## config.mk

```make
export PLATFORM = sky130hd
export DESIGN_NAME = alpharetz_uart_rx
export DESIGN_NICKNAME = d
export VERILOG_FILES = /design/src/rtl/alpharetz_uart_rx.sv
export SDC_FILE = /design/constraint.sdc
export NUM_CORES = 1
export LEC_CHECK = 0
export BUFFER_PORTS_ARGS = -buffer_cell sky130_fd_sc_hd__buf_2
export CAP_MARGIN = 20
export CORE_MARGIN = 2
export CORE_UTILIZATION = 55
export CTS_CLUSTER_DIAMETER = 60
export CTS_CLUSTER_SIZE = 24
export DETAILED_ROUTE_END_ITERATION = 8
export PLACE_DENSITY_LB_ADDON = 0.2
export RECOVER_POWER = 50
export SLEW_MARGIN = 0
export SYNTH_ARGS = -nofsm -noshare
export SYNTH_HDL_FRONTEND = slang
export SYNTH_SLANG_ARGS = --single-unit
```

## constraint.sdc

```tcl
create_clock -name sys_clk -period 5.9 [get_ports sys_clk]
set_clock_uncertainty 0.2 [all_clocks]
set_input_delay 1.18 -clock sys_clk [delete_from_list [all_inputs] [get_ports sys_clk]]
set_output_delay 1.18 -clock sys_clk [all_outputs]
set_load 0.005 [all_outputs]
```

## src/rtl/alpharetz_uart_rx.sv

```systemverilog
// alpharetz_uart_rx: UART receive stage. Synchronises the serial line, samples
// start/data/parity/stop at bit midpoints and hands each word to the CPU side
// on a valid/ready handshake with parity/frame error flags and overrun pulse.
module alpharetz_uart_rx #(
  parameter int UART_DATA_WIDTH = 8,
  parameter int UART_CLK_RATIO  = 16
) (
  input  logic                       sys_clk,
  input  logic                       async_rst_n,
  input  logic                       sys_clk_en,
  input  logic                       uart_rx,
  output logic [UART_DATA_WIDTH-1:0] rx_data,
  output logic                       rx_parity_err,
  output logic                       rx_frame_err,
  output logic                       rx_valid,
  input  logic                       rx_ready,
  output logic                       overrun,
  output logic                       busy
);

  localparam int HALF = UART_CLK_RATIO / 2;
  localparam int TW   = $clog2(UART_CLK_RATIO);
  localparam int BW   = $clog2(UART_DATA_WIDTH) + 1;

  localparam logic [TW-1:0] T_HALF = TW'(HALF - 1);
  localparam logic [TW-1:0] T_LAST = TW'(UART_CLK_RATIO - 1);
  localparam logic [BW-1:0] B_LAST = BW'(UART_DATA_WIDTH - 1);

  typedef enum logic [2:0] {
    S_IDLE,
    S_START,
    S_DATA,
    S_PARITY,
    S_STOP,
    S_BREAK_WAIT
  } state_t;

  state_t                     state, state_next;
  logic                       rx_meta, rxs;
  logic [TW-1:0]              timer;
  logic [BW-1:0]              bit_idx;
  logic [UART_DATA_WIDTH-1:0] shreg;
  logic                       parity_bit;
  logic                       sample;
  logic                       deliver;

  assign busy = (state != S_IDLE);

  // Two-flop synchroniser on the asynchronous line, idling high.
  always_ff @(posedge sys_clk or negedge async_rst_n) begin
    if (!async_rst_n) begin
      rx_meta <= 1'b1;
      rxs     <= 1'b1;
    end else if (sys_clk_en) begin
      rx_meta <= uart_rx;
      rxs     <= rx_meta;
    end
  end

  // State register.
  always_ff @(posedge sys_clk or negedge async_rst_n) begin
    if (!async_rst_n) begin
      state <= S_IDLE;
    end else if (sys_clk_en) begin
      state <= state_next;
    end
  end

  // Next-state decode; sample/deliver strobes mark the bit midpoints.
  always_comb begin
    state_next = state;
    sample     = (timer == T_LAST);
    deliver    = 1'b0;
    case (state)
      S_IDLE:       if (!rxs) state_next = S_START;
      S_START:      if (timer == T_HALF) state_next = rxs ? S_IDLE : S_DATA;
      S_DATA:       if (sample && (bit_idx == B_LAST)) state_next = S_PARITY;
      S_PARITY:     if (sample) state_next = S_STOP;
      S_STOP: begin
        if (sample) begin
          deliver    = 1'b1;
          state_next = rxs ? S_IDLE : S_BREAK_WAIT;
        end
      end
      S_BREAK_WAIT: if (rxs) state_next = S_IDLE;
      default:      state_next = S_IDLE;
    endcase
  end

  // Bit timer and bit index; both restart on every state change, and the
  // timer also wraps each bit period while staying in DATA.
  always_ff @(posedge sys_clk or negedge async_rst_n) begin
    if (!async_rst_n) begin
      timer   <= '0;
      bit_idx <= '0;
    end else if (sys_clk_en) begin
      if (state_next != state) begin
        timer   <= '0;
        bit_idx <= '0;
      end else begin
        timer <= sample ? '0 : timer + TW'(1);
        if ((state == S_DATA) && sample) bit_idx <= bit_idx + BW'(1);
      end
    end
  end

  // Data shift register (LSB first into the MSB end) and parity capture.
  always_ff @(posedge sys_clk or negedge async_rst_n) begin
    if (!async_rst_n) begin
      shreg      <= '0;
      parity_bit <= 1'b0;
    end else if (sys_clk_en) begin
      if ((state == S_DATA) && sample)
        shreg <= (shreg >> 1) | (UART_DATA_WIDTH'(rxs) << (UART_DATA_WIDTH - 1));
      if ((state == S_PARITY) && sample)
        parity_bit <= rxs;
    end
  end

  // Output word/flags with handshake; an accept in the delivery cycle frees
  // the slot so the new frame loads instead of overrunning.
  always_ff @(posedge sys_clk or negedge async_rst_n) begin
    if (!async_rst_n) begin
      rx_data       <= '0;
      rx_parity_err <= 1'b0;
      rx_frame_err  <= 1'b0;
      rx_valid      <= 1'b0;
      overrun       <= 1'b0;
    end else if (sys_clk_en) begin
      overrun <= 1'b0;
      if (rx_valid && rx_ready) rx_valid <= 1'b0;
      if (deliver) begin
        if (!rx_valid || rx_ready) begin
          rx_data       <= shreg;
          rx_parity_err <= (^shreg) ^ parity_bit;
          rx_frame_err  <= !rxs;
          rx_valid      <= 1'b1;
        end else begin
          overrun <= 1'b1;
        end
      end
    end
  end

endmodule

```

* After elaboration in Yosys (flattened, before gate mapping)
Index checks and enable logic that the tools add are counted.
** Cells by class
- $add $sub $neg :: 2
- $mul :: 0
- Divide/modulo/power cells :: 0
- Order comparisons :: 0
- Equal/unequal tests :: 9
- Shift operators :: 0
- Mux-type cells :: 20
- Bitwise logic cells :: 2
- Reductions and logical operators :: 15
** Operators by type and width (number)
- $mux W3 :: 7
- $pmux W3 S6 :: 1
- $mux W4 :: 4
- $add A4 B1 Y4 const B :: 2
- $eq A4 B3 Y1 const B :: 2
- $or A7 B8 Y8 :: 1
- $reduce_xor A8 Y1 :: 1
- $mux W1 :: 7
- $eq A3 B2 Y1 const B :: 2
- $eq A3 B3 Y1 const B :: 2
- $reduce_and A2 Y1 :: 3
- $eq A4 B4 Y1 const B :: 1
- $logic_and A1 B1 Y1 :: 4
- $eq A3 B1 Y1 const B :: 1
- $logic_not A3 Y1 :: 1
- $ne A3 B3 Y1 :: 1
- $reduce_and A3 Y1 :: 1
- $reduce_bool A3 Y1 :: 1
- $logic_not A1 Y1 :: 2
- $mux W2 :: 1
- $reduce_bool A2 Y1 :: 1
- $logic_or A1 B1 Y1 :: 1
- $xor A1 B1 Y1 :: 1
** Storage, ports and cells
- Flip-flop bits (word level) :: 34
- Bits in latches :: 0
- Memory bits (writable) :: 0
- ROM bits :: 0
- Input port bits :: 5
- Output and inout port bits :: 13
- Logic and storage cells :: 60
- Memories :: 0

* Logic depth before layout (Yosys ltp)
Gate-level depths: netlist of the first run.
- Depth after elaboration :: 7
- Mapped depth :: 7
- Gate-level depth less buffers :: 6

* Worst setup path after synthesis of the first run
No wires, ideal clock.
- Path kind :: input-to-reg
- Start point :: input sys_clk_en
- End point :: register rx_data[2]
- Library setup time :: 0.125 ns
- Arrival :: 2.128 ns
- Required time :: 5.575 ns
- Path slack :: 3.447 ns
- Cell stages on the path :: 6
- Path buffers :: 2
- Cells stage by stage :: buf_4 -> nand2_1 -> nor4_4 -> o21ai_2 -> buf_6 -> mux2_4
** On the way
- Longest elaborated chain between the ends :: 1
** RTL lines
- start, declared :: line 10 : input logic sys_clk_en,
- $reduce_and A3 Y1 (no source line)
- end signal, assigned :: line 134 : rx_data <= shreg;
- end, declared :: line 12 : output logic [UART_DATA_WIDTH-1:0] rx_data,
Every way passes these cells.
A chain may end at the register's enable or synchronous reset.

* Worst setup path in the final report of the first run
- Start point :: input sys_clk_en
- End point :: register rx_data[5]
The elaborated chain is that of the path after synthesis.

==> Flow_metrics.wiki, run 1 <==
{| class="wikitable"
! Metric !! Value
|-
| Status || complete, but fails checks
|-
| Violated checks || capacitance limit, slew limit
|-
| Area taken by multi-input logic gates || 842 um^2
|-
| Total wire length || 3230 um
|-
| Worst-path clk slew || 0.11 ns
|-
| Hold-critical path endpoint || overrun
|-
| Largest area contributor in the netlist || sky130_fd_sc_hd__dfrtp_1
|-
| Total count of max-transition violations in the final report || 35
|-
| Sum of overflow across all layers after global routing || 0
|-
| Die Outline Area || 3770 um^2
|-
| Cell Area, Synth || 1810 um^2
|-
| Worst setup slack before clock tree synthesis || 3.13 ns
|-
| Min-Delay Path Class || register to register
|-
| Vias || 1,169
|-
| Async S/R FF share, synth || 1.00
|-
| Number of fill cells in the layout || 270
|-
| Via count of the first global-routing pass || 1,114
|-
| Origin of the worst min-delay path || overrun
|-
| Wire per inst || 15.3 um
|-
| Area delta synth->final || 7.26%
|-
| Number of H-tree levels || 2
|-
| Height of the die || 61.4 um
|-
| First drt pass iteration count || 5
|-
| Power Dens Cells || 341 nW/um^2
|-
| Type of element launching the critical path || input pin
|-
| Global-route wire length before repair || 5460 um
|-
| Endpoint of the most critical register-to-register path || rx_data[5]
|-
| Post CTS Setup Buffer Count || 0
|-
| DR DRC count || 0
|-
| Placer congestion estimate || 0.810
|-
| Post-route minimum period || 2.98 ns
|-
| Setup slack of the most critical reg-to-reg path || 3.43 ns
|-
| Fraction of final layout cells with drive strength greater than 1 || 0.329
|-
| Setup repair after global routing missed its margin || no
|-
| Post-CTS Hold Buffers || 0
|-
| Buffers from clock root to sink, at most || 2
|-
| Core area || 3100 um^2
|-
| Maximum fanout along the worst path || 17
|-
| Setup_tns || 0 ns
|-
| Antenna-violating nets left || 0
|-
| Number of CTS-inserted buffers || 5
|-
| Top-area cell type share of the netlist area || 0.442
|-
| Via density per instance || 5.54
|-
| Num rows || 20
|-
| Clock tree root buffer cell || sky130_fd_sc_hd__clkbuf_4
|-
| Setup slack of the critical path after layout || 2.92 ns
|-
| Unique masters post-synth || 47
|-
| Overall track demand over capacity in global routing || 0.205
|-
| Dominant combinational cell family by area after synthesis || multiplexers
|-
| Number of instances in the synthesized netlist || 150
|-
| Maximum vdd ir drop || 0.202 mV
|-
| Adder-cell share of the synthesized area || 0.0138
|-
| Most frequently used flop master after synthesis || sky130_fd_sc_hd__dfrtp_1
|-
| Relative slew slack || -0.175
|-
| Post-synth net total || 157
|-
| Initial Util || 0.583
|-
| Count of pins on the block boundary || 18
|-
| Data arrival time of the critical path || 3.02 ns
|-
| Critical Setup Path Class || input pin to register
|-
| Sum of net half-perimeters after detailed placement || 2220 um
|-
| YS warnings || 0
|-
| Layout Nets || 173
|-
| Register bit count reported by yosys || 34
|-
| Number of stages on the worst hold path || 1
|-
| Antenna cell count || 0
|-
| Number of cell instances on the worst register-to-register path || 5
|-
| Critical path data required time || 5.94 ns
|-
| Area share of and/or/nand/nor cells after synthesis || 0.134
|-
| Worst-Skew Late Latency || 0.35 ns
|-
| Post-synth EDFFs || 0
|-
| Antenna violations before repair || 0
|-
| CTS-repair resized insts || 0
|-
| Static power due to leakage || 0.956 nW
|-
| Max Cap Viol || 1
|-
| Total of endpoints with negative setup slack in the final report || 0
|-
| Clk sink count || 34
|-
| Buffers on Ports || 17
|-
| Clock tree from TritonCTS || done
|-
| Tcrit/Tclk final || 0.506
|-
| Portion of netlist area occupied by mux cells || 0.156
|-
| Slew of the pin with the lowest slew margin || 1.76 ns
|-
| Endpoint kind of the worst setup timing path || register
|-
| Cells taking the most area after synthesis || sky130_fd_sc_hd__dfrtp_1 44%, sky130_fd_sc_hd__mux2_4 11%, sky130_fd_sc_hd__mux2_2 3.7%, sky130_fd_sc_hd__xnor2_1 3.4%, sky130_fd_sc_hd__dfstp_2 2.9%
|-
| Share of synthesized area occupied by flip-flops and latches || 0.471
|-
| Startpoint of the worst register-to-register path || timer[0]
|-
| Final hold violation count || 0
|-
| Register Area || 853 um^2
|-
| Die W || 61.4 um
|-
| Maximum clock rate || 335 MHz
|-
| Area fraction in compound gates after synthesis || 0.133
|-
| Largest net degree at the start of global routing || 35
|-
| Number of design-rule violations left by the first detailed-router iteration || 43
|-
| XOR/XNOR share of the synthesized area || 0.0387
|-
| Synthesized area per cell || 12.1 um^2
|}
[logic make-up (layout without fill, tap and decap cells)]
kind of cell,after synthesis,count (layout)
adder cells (fa/ha/maj),2,2
AND/OR/NAND/NOR,38,38
flip-flops,34,34
multiplexers,21,21
XOR/XNOR,8,8
buffers and inverters,15,32
AO/OA/AOI/OAI,32,32
[worst max path at each step]
| stage | slack [ns] | start | end |
|---|---|---|---|
| final | 2.92 | sys_clk_en | rx_data[5] |
| after global routing | 2.65 | sys_clk_en | rx_data[5] |
| after CTS | 3.03 | state[0] | busy |
| after floorplan | 3.45 | sys_clk_en | rx_data[2] |
| after detailed placement | 3.13 | sys_clk_en | rx_data[5] |
| after global placement | 3.18 | sys_clk_en | rx_data[6] |
[flip-flops by register name, indices dropped and copies added, names as in the netlist]
signal,cells
rx_data,8
shreg,8
bit_idx,4
timer,4
state,3
overrun,1
parity_bit,1
rx_frame_err,1
rx_meta,1
rx_parity_err,1
rx_valid,1
rxs,1
[routing by layer]
metal / global-route usage / vias to the layer above / part of all wire
li1: - / 569 / -
met1: 0.288 / 565 / 0.49
met2: 0.298 / 29 / 0.45
met3: 0.0609 / 6 / 0.046
met4: 0.0851 / 0 / 0.018
met5: 0 / - / 0
[worst max-delay path: stages]
cell and delay [ns]:
sky130_fd_sc_hd__clkbuf_1 0.51, sky130_fd_sc_hd__nand2_1 0.12, sky130_fd_sc_hd__nor4_1 0.46, sky130_fd_sc_hd__o21ai_2 0.36
sky130_fd_sc_hd__mux2_4 0.38
[per-stage QoR]
stage / std cells / util / power, W / hold slack [ns] / instance area (um^2)
2_1_floorplan: 150 / - / 0.000468 / 0.272 / 1810
3_3_place_gp: 203 / 0.606 / 0.000488 / 0.263 / 1880
3_5_place_dp: 203 / 0.606 / 0.000497 / 0.281 / 1880
4_1_cts: 211 / 0.633 / 0.000671 / 0.306 / 1960
5_1_grt: 211 / 0.626 / 0.000701 / 0.342 / 1940
6_report: 211 / 0.626 / 0.000661 / 0.298 / 1940
[layout make-up]
class | instances | share of cell area
Clock buffer | 5 | 0.0193
Clock inverter | 3 | 0.0232
Inverter | 7 | 0.0135
Multi-Input combinational cell | 101 | 0.434
Sequential cell | 34 | 0.439
Tap cell | 44 | 0.0284
Timing Repair Buffer | 17 | 0.0425
[layout by cell type (no fill, tap or decap), types with 2 or more instances in the layout]
cell and n:
sky130_fd_sc_hd__a21o_1 4, sky130_fd_sc_hd__a21oi_1 6, sky130_fd_sc_hd__buf_2 15, sky130_fd_sc_hd__clkbuf_1 2, sky130_fd_sc_hd__clkbuf_4 5, sky130_fd_sc_hd__clkinvlp_4 2, sky130_fd_sc_hd__dfrtp_1 32, sky130_fd_sc_hd__dfstp_2 2
sky130_fd_sc_hd__ha_1 2, sky130_fd_sc_hd__inv_1 7, sky130_fd_sc_hd__mux2_2 6, sky130_fd_sc_hd__mux2_4 13, sky130_fd_sc_hd__mux2i_1 2, sky130_fd_sc_hd__nand2_1 13, sky130_fd_sc_hd__nand2_2 2, sky130_fd_sc_hd__nand3_1 4
sky130_fd_sc_hd__nand4_1 2, sky130_fd_sc_hd__nor2_1 2, sky130_fd_sc_hd__nor3_1 3, sky130_fd_sc_hd__nor4_1 2, sky130_fd_sc_hd__o21ai_0 7, sky130_fd_sc_hd__o21ai_2 2, sky130_fd_sc_hd__o22ai_1 2, sky130_fd_sc_hd__o2bb2ai_1 2
sky130_fd_sc_hd__xnor2_1 7
[cell usage after synthesis, drive strengths merged (4+ instances only)]
library cell,n
a21oi,6
nand3,5
a21o,4
o21ai,9
dfrtp,32
inv,7
xnor2,7
nand2,15
buf,6
mux2,19
[where the power goes]
group / switching [W] / internal, W
registers: 0.0000553 / 0.000265
clock network: 0.0000838 / 0.0000889
logic: 0.0000834 / 0.0000851
total: 0.000222 / 0.000439
Power figures use the tool's default switching activity.
==> run 2: changes to the inputs <==
- CORE_UTILIZATION: 55 -> 52
- clock period: 5.9 -> 2.7 ns (I/O delays scaled with it)
==> Flow_metrics.wiki, run 2 (synthesized netlist as in run 1, its figures left out) <==
{| class="wikitable"
! Metric !! Value
|-
| Status || complete, but fails checks
|-
| Violated checks || capacitance limit, slew limit
|-
| Antenna violations before repair || 0 (unchanged)
|-
| Clock tree root buffer cell || sky130_fd_sc_hd__clkbuf_4
|-
| Area delta synth->final || 9.81%
|-
| DR DRC count || 0 (unchanged)
|-
| Tcrit/Tclk final || 0.816
|-
| Largest stage delay, worst path || 0.53 ns (+0.02 ns)
|-
| Total wire length || 3090 um (-4.4%)
|-
| Die Outline Area || 3970 um^2 (+5.4%)
|-
| Power Dens Cells || 771 nW/um^2 (+130%)
|-
| Data arrival time of the critical path || 1.46 ns (-1.56 ns)
|-
| Height of the die || 63.0 um (+2.7%)
|-
| Max Cap Viol || 1 (unchanged)
|-
| Worst-Skew Late Latency || 0.34 ns (about the same)
|-
| Total count of max-transition violations in the final report || 35 (unchanged)
|-
| Num rows || 21 (+5.0%)
|-
| Part of the total power dissipated in the clock network || 0.306 (+0.045)
|-
| Global-route wire length before repair || 5420 um (-0.62%)
|-
| Number of design-rule violations left by the first detailed-router iteration || 86 (+100%)
|-
| Most frequent cells in the layout || 32 x sky130_fd_sc_hd__dfrtp_1, 15 x sky130_fd_sc_hd__buf_2, 13 x sky130_fd_sc_hd__nand2_1, 13 x sky130_fd_sc_hd__mux2_4
|-
| Type of element launching the critical path || register
|-
| Post CTS Setup Buffer Count || 0 (unchanged)
|-
| Count of pins on the block boundary || 18 (unchanged)
|-
| Internal Pwr Total || 0.00105 W (+140%)
|-
| Number of H-tree levels || 2 (unchanged)
|-
| Most common cell after layout, fill and taps aside || sky130_fd_sc_hd__dfrtp_1
|-
| Wire per inst || 14.5 um (-5.3%)
|-
| Finished Core Util || 0.596 (-0.0300)
|-
| Total of endpoints with negative setup slack in the final report || 0 (unchanged)
|-
| Clk sink count || 34 (unchanged)
|-
| Post-route minimum period || 2.20 ns
|-
| Static power due to leakage || 0.984 nW (+3.0%)
|-
| Buffers on Ports || 17 (unchanged)
|-
| Buffers from clock root to sink, at most || 2 (unchanged)
|-
| Setup_tns || 0 ns (unchanged)
|-
| Largest registers ranked by flip-flop count || rx_data (8), shreg (8)
|-
| Net switching power figure || 0.000479 W (+120%)
|-
| Core area || 3340 um^2 (+7.5%)
|-
| Critical path data required time || 1.96 ns (-3.98 ns)
|-
| Min-Delay Path Class || input pin to register
|-
| Via density per instance || 5.56 (+0.42%)
|-
| Setup repair after global routing missed its margin || no
|-
| Placer congestion estimate || 0.726 (-10%)
|-
| Overall track demand over capacity in global routing || 0.177 (-0.0281)
|-
| Via count of the first global-routing pass || 1,088 (-2.3%)
|-
| Maximum fanout along the worst path || 11 (-6)
|-
| Layout Nets || 173 (unchanged)
|-
| Antenna-violating nets left || 0 (unchanged)
|-
| Initial Util || 0.543 (-0.0409)
|-
| Slowest-stage cell, CP || sky130_fd_sc_hd__dfrtp_1
|-
| Proportion of power drawn by flip-flops and latches || 0.455 (-0.029)
|-
| Combinational group share of total power || 0.240 (-0.015)
|-
| Maximum vdd ir drop || 0.493 mV (+140%)
|-
| Switching share of power || 0.312 (-0.0242)
|-
| Die W || 63.0 um (+2.7%)
|-
| Clock tree from TritonCTS || done
|-
| Largest net degree at the start of global routing || 35 (unchanged)
|-
| Post-CTS Hold Buffers || 0 (unchanged)
|-
| Critical Setup Path Class || register to output port
|-
| Endpoint kind of the worst setup timing path || output port
|-
| Maximum clock rate || 454 MHz
|-
| Relative slew slack || -0.171 (+0.00420)
|-
| First drt pass iteration count || 4 (-1)
|-
| Fraction of final layout cells with drive strength greater than 1 || 0.341 (+0.0120)
|-
| Slew of the pin with the lowest slew margin || 1.76 ns (-0.00630 ns)
|-
| Vias || 1,185 (+1.4%)
|-
| Sum of overflow across all layers after global routing || 0 (unchanged)
|-
| CTS-repair resized insts || 0 (unchanged)
|-
| Worst-path clk slew || 0.10 ns (about the same)
|-
| Sum of net half-perimeters after detailed placement || 2170 um (-2.7%)
|-
| Number of CTS-inserted buffers || 5 (unchanged)
|-
| Antenna cell count || 0 (unchanged)
|-
| Final hold violation count || 0 (unchanged)
|-
| CP Cell Sequence || or3_4 -> buf_2
|}
==> run 2: path summary, 6_finish.rpt <==
| path | startpoint | endpoint | slack (ns) | depth (start not counted) |
|---|---|---|---|---|
| setup / recovery | state[0] | busy | 0.50 | 2 |
| hold / removal | uart_rx | rx_meta | 0.24 | 2 |
| setup reg to reg | state[1] | shreg[6] | 0.57 | 4 |
| hold reg to reg | rx_parity_err | rx_parity_err | 0.29 | 2 |
| max in group asynchronous | async_rst_n | state[1] | 0.83 | 1 |
| min in group asynchronous | async_rst_n | shreg[1] | 0.45 | 1 |
==> run 2: area by class of cell <==
class	count	area, um^2
multi-input cells	101	862
clock inverters	3	68.8
well taps	46	57.6
repair buffers	17	82.6
clock buffers	5	37.5
flip-flops and latches	34	853
fillers	300	1350
inverters	7	26.3
==> run 2: layer usage <==
layer,vias to the layer above,global-route usage,share of wire
met2,32,0.258,0.46
li1,564,-,-
met3,6,0.0667,0.054
met5,-,0,0
met1,583,0.246,0.47
met4,0,0.0500,0.014
==> run 2: metrics by stage <==
stage          setup slack (ns)  power, W  hold slack [ns]  area, um^2  instances
6_report                  0.497   0.00153            0.242        1990        213
5_1_grt                   0.395   0.00164            0.220        1990        213
4_1_cts                   0.495   0.00155           0.0636        1990        213
3_5_place_dp              0.563   0.00108            0.267        1880        205
3_3_place_gp              0.626   0.00106            0.262        1880        205
2_1_floorplan             0.763   0.00102           0.0444        1810        150
==> run 2: critical path: cells and delay by family (launching register included) <==
| kind | cells | cell delay (ns) |
|---|---|---|
| buf+inv | 1 | 0.14 |
| flops | 1 | 0.53 |
| simple gates | 1 | 0.46 |
==> run 2: power by group through the flow <==
stage               combinational, W  clock (W)  sequential [W]
floorplan                   0.000373          0        0.000649
global placement            0.000359          0        0.000703
detailed placement          0.000372          0        0.000706
CTS                         0.000372   0.000479        0.000696
global route                0.000410   0.000512        0.000714
finish                      0.000368   0.000469        0.000697
==> run 3: changes to the inputs <==
- clock period: 2.7 -> 1.8 ns (I/O delays scaled with it)
==> Flow_metrics.wiki, run 3 (synthesized netlist as in run 1, its figures left out) <==
{| class="wikitable"
! Metric !! Value
|-
| Critical path data required time || 1.84 ns (-0.12 ns)
|-
| DP Area || 2080 um^2 (+11%)
|-
| Number of CTS-inserted buffers || 5 (unchanged)
|-
| Clock tree root buffer cell || sky130_fd_sc_hd__clkbuf_4
|-
| Data arrival time of the critical path || 2.04 ns (+0.58 ns)
|-
| Antenna violations before repair || 0 (unchanged)
|-
| Proportion of power drawn by flip-flops and latches || 0.371 (-0.084)
|-
| First drt pass iteration count || 4 (unchanged)
|-
| Placer congestion estimate || 0.880 (+21%)
|-
| Min-Delay Path Class || input pin to register
|-
| Most common cell after layout, fill and taps aside || sky130_fd_sc_hd__buf_4
|-
| Sum of net half-perimeters after detailed placement || 2490 um (+15%)
|-
| Setup slack of the critical path after layout || -0.198 ns (-0.695 ns)
|-
| Max Cap Viol || 0 (-1)
|-
| Worst-Skew Late Latency || 0.34 ns (about the same)
|-
| Clk sink count || 34 (unchanged)
|-
| Global-route wire length before repair || 6670 um (+23%)
|-
| Maximum fanout along the worst path || 4 (-7)
|-
| Endpoint kind of the worst setup timing path || register
|-
| Antenna-violating nets left || 0 (unchanged)
|-
| Fraction of final layout cells with drive strength greater than 1 || 0.545 (+0.204)
|-
| Num rows || 21 (unchanged)
|-
| Buffers on Ports || 17 (unchanged)
|-
| Buffers from clock root to sink, at most || 2 (unchanged)
|-
| DR DRC count || 0 (unchanged)
|-
| Overall track demand over capacity in global routing || 0.221 (+0.0443)
|-
| Setup_tns || -2.20 ns (-2.20 ns)
|-
| Clock tree from TritonCTS || done
|-
| Setup repair after global routing missed its margin || yes
|-
| Slew of the pin with the lowest slew margin || 0.832 ns (-0.925 ns)
|-
| Total count of max-transition violations in the final report || 0 (-100%)
|-
| Static power due to leakage || 1.22 nW (+24%)
|-
| Critical Setup Path Class || register to register
|-
| Number of fill cells in the layout || 232 (-23%)
|-
| Tcrit/Tclk final || 1.11
|-
| Part of the total power dissipated in the clock network || 0.223 (-0.083)
|-
| Power Dens Cells || 1110 nW/um^2 (+44%)
|-
| Total of endpoints with negative setup slack in the final report || 23 (+23)
|-
| Die W || 63.0 um (unchanged)
|-
| Violated checks || setup timing
|-
| Via density per instance || 5.54 (-0.47%)
|-
| Height of the die || 63.0 um (unchanged)
|-
| Type of element launching the critical path || register
|-
| Die Outline Area || 3970 um^2 (unchanged)
|-
| Switching share of power || 0.333 (+0.0207)
|-
| Number of H-tree levels || 2 (unchanged)
|-
| Number of design-rule violations left by the first detailed-router iteration || 60 (-30%)
|-
| Relative slew slack || 0.446 (+0.617)
|-
| Worst-path clk slew || 0.11 ns (about the same)
|-
| Core area || 3340 um^2 (unchanged)
|-
| Worst hold slack || 0.0503 ns (-0.191 ns)
|-
| Maximum vdd ir drop || 0.691 mV (+40%)
|-
| Status || complete, but fails checks
|-
| Post-route minimum period || 2.00 ns
|-
| Area delta synth->final || 33.2%
|-
| Most frequent cells in the layout || 32 x sky130_fd_sc_hd__buf_4, 29 x sky130_fd_sc_hd__dfrtp_1, 16 x sky130_fd_sc_hd__buf_2
|-
| Count of pins on the block boundary || 18 (unchanged)
|-
| Maximum clock rate || 501 MHz
|-
| Vias || 1,412 (+19%)
|-
| Internal Pwr Total || 0.00179 W (+70%)
|-
| Largest registers ranked by flip-flop count || rx_data (8), shreg (8)
|-
| Fin area || 2410 um^2 (+21%)
|-
| Sum of overflow across all layers after global routing || 0 (unchanged)
|-
| Net switching power figure || 0.000893 W (+86%)
|-
| Wire per inst || 16.4 um (+13%)
|-
| Layout Nets || 215 (+24%)
|-
| Combinational group share of total power || 0.406 (+0.166)
|-
| Via count of the first global-routing pass || 1,335 (+23%)
|-
| Final hold violation count || 0 (unchanged)
|-
| Initial Util || 0.543 (unchanged)
|-
| Antenna cell count || 0 (unchanged)
|-
| Largest net degree at the start of global routing || 35 (unchanged)
|-
| Total wire length || 4190 um (+36%)
|}
[run 3: worst max-delay path, cell delays in order (launching register included)]
cell	delay (ns)
sky130_fd_sc_hd__dfrtp_2	0.45
sky130_fd_sc_hd__buf_6	0.12
sky130_fd_sc_hd__or3b_4	0.43
sky130_fd_sc_hd__nor2_4	0.18
sky130_fd_sc_hd__buf_4	0.14
sky130_fd_sc_hd__nand2_4	0.07
sky130_fd_sc_hd__mux2_4	0.31
[run 3: worst paths after layout]
kind | slack [ns] | cells after the start | end | start
worst max-delay path | -0.20 | 6 | shreg[1] | state[2]
max in group asynchronous | 0.31 | 3 | state[2] | async_rst_n
worst min register to register | 0.29 | 1 | overrun | overrun
worst max register to register | -0.20 | 6 | shreg[1] | state[2]
worst min-delay path | 0.05 | 2 | rx_meta | uart_rx
min in group asynchronous | 0.51 | 3 | timer[1] | async_rst_n
[run 3: cell type report]
class | count | area (um^2) | area share
clock buffer | 7 | 55.1 | 0.0228
timing repair buffer | 57 | 414 | 0.172
inverter | 7 | 26.3 | 0.0109
tap | 46 | 57.6 | 0.0239
sequential | 34 | 857 | 0.355
multi-input combinational | 103 | 971 | 0.403
clock inverter | 1 | 30.0 | 0.0125
[run 3: through the flow]
step | cells | power, W | utilization | setup slack [ns]
after floorplan | 150 | 0.00156 | - | -0.0430
after global placement | 230 | 0.00182 | 0.625 | -0.0631
after detailed placement | 230 | 0.00185 | 0.625 | -0.121
after CTS | 249 | 0.00254 | 0.691 | -0.167
after global routing | 255 | 0.00284 | 0.723 | -0.243
final | 255 | 0.00268 | 0.723 | -0.198
[run 3: timing repair]
| item | 4_1_cts | 5_1_grt |
|---|---|---|
| endpoints found under the setup margin | 26 | 26 |
| buffers inserted | 8 | 6 |
| pin swaps | 12 | 13 |
| hold buffers | 1 | 0 |
| endpoints found under the hold margin | 32 | 0 |
| gates cloned | 2 | 0 |
| resized for setup | 14 | 15 |
[run 3: per-layer routing]
layer	vias to the layer above	GRT usage	part of all wire	routed length [um]
li1	654	-	-	-
met1	724	0.289	0.45	1880
met2	26	0.350	0.50	2110
met3	8	0.0577	0.030	127
met4	0	0.0889	0.019	79
met5	-	0	0	0
[run 3: power groups by stage]
stage	sequential, W	clock, W	combinational (W)
floorplan	0.000984	0	0.000573
global placement	0.00100	0	0.000823
detailed placement	0.00101	0	0.000840
CTS	0.000982	0.000608	0.000953
global route	0.00101	0.000644	0.00118
finish	0.000996	0.000598	0.00109
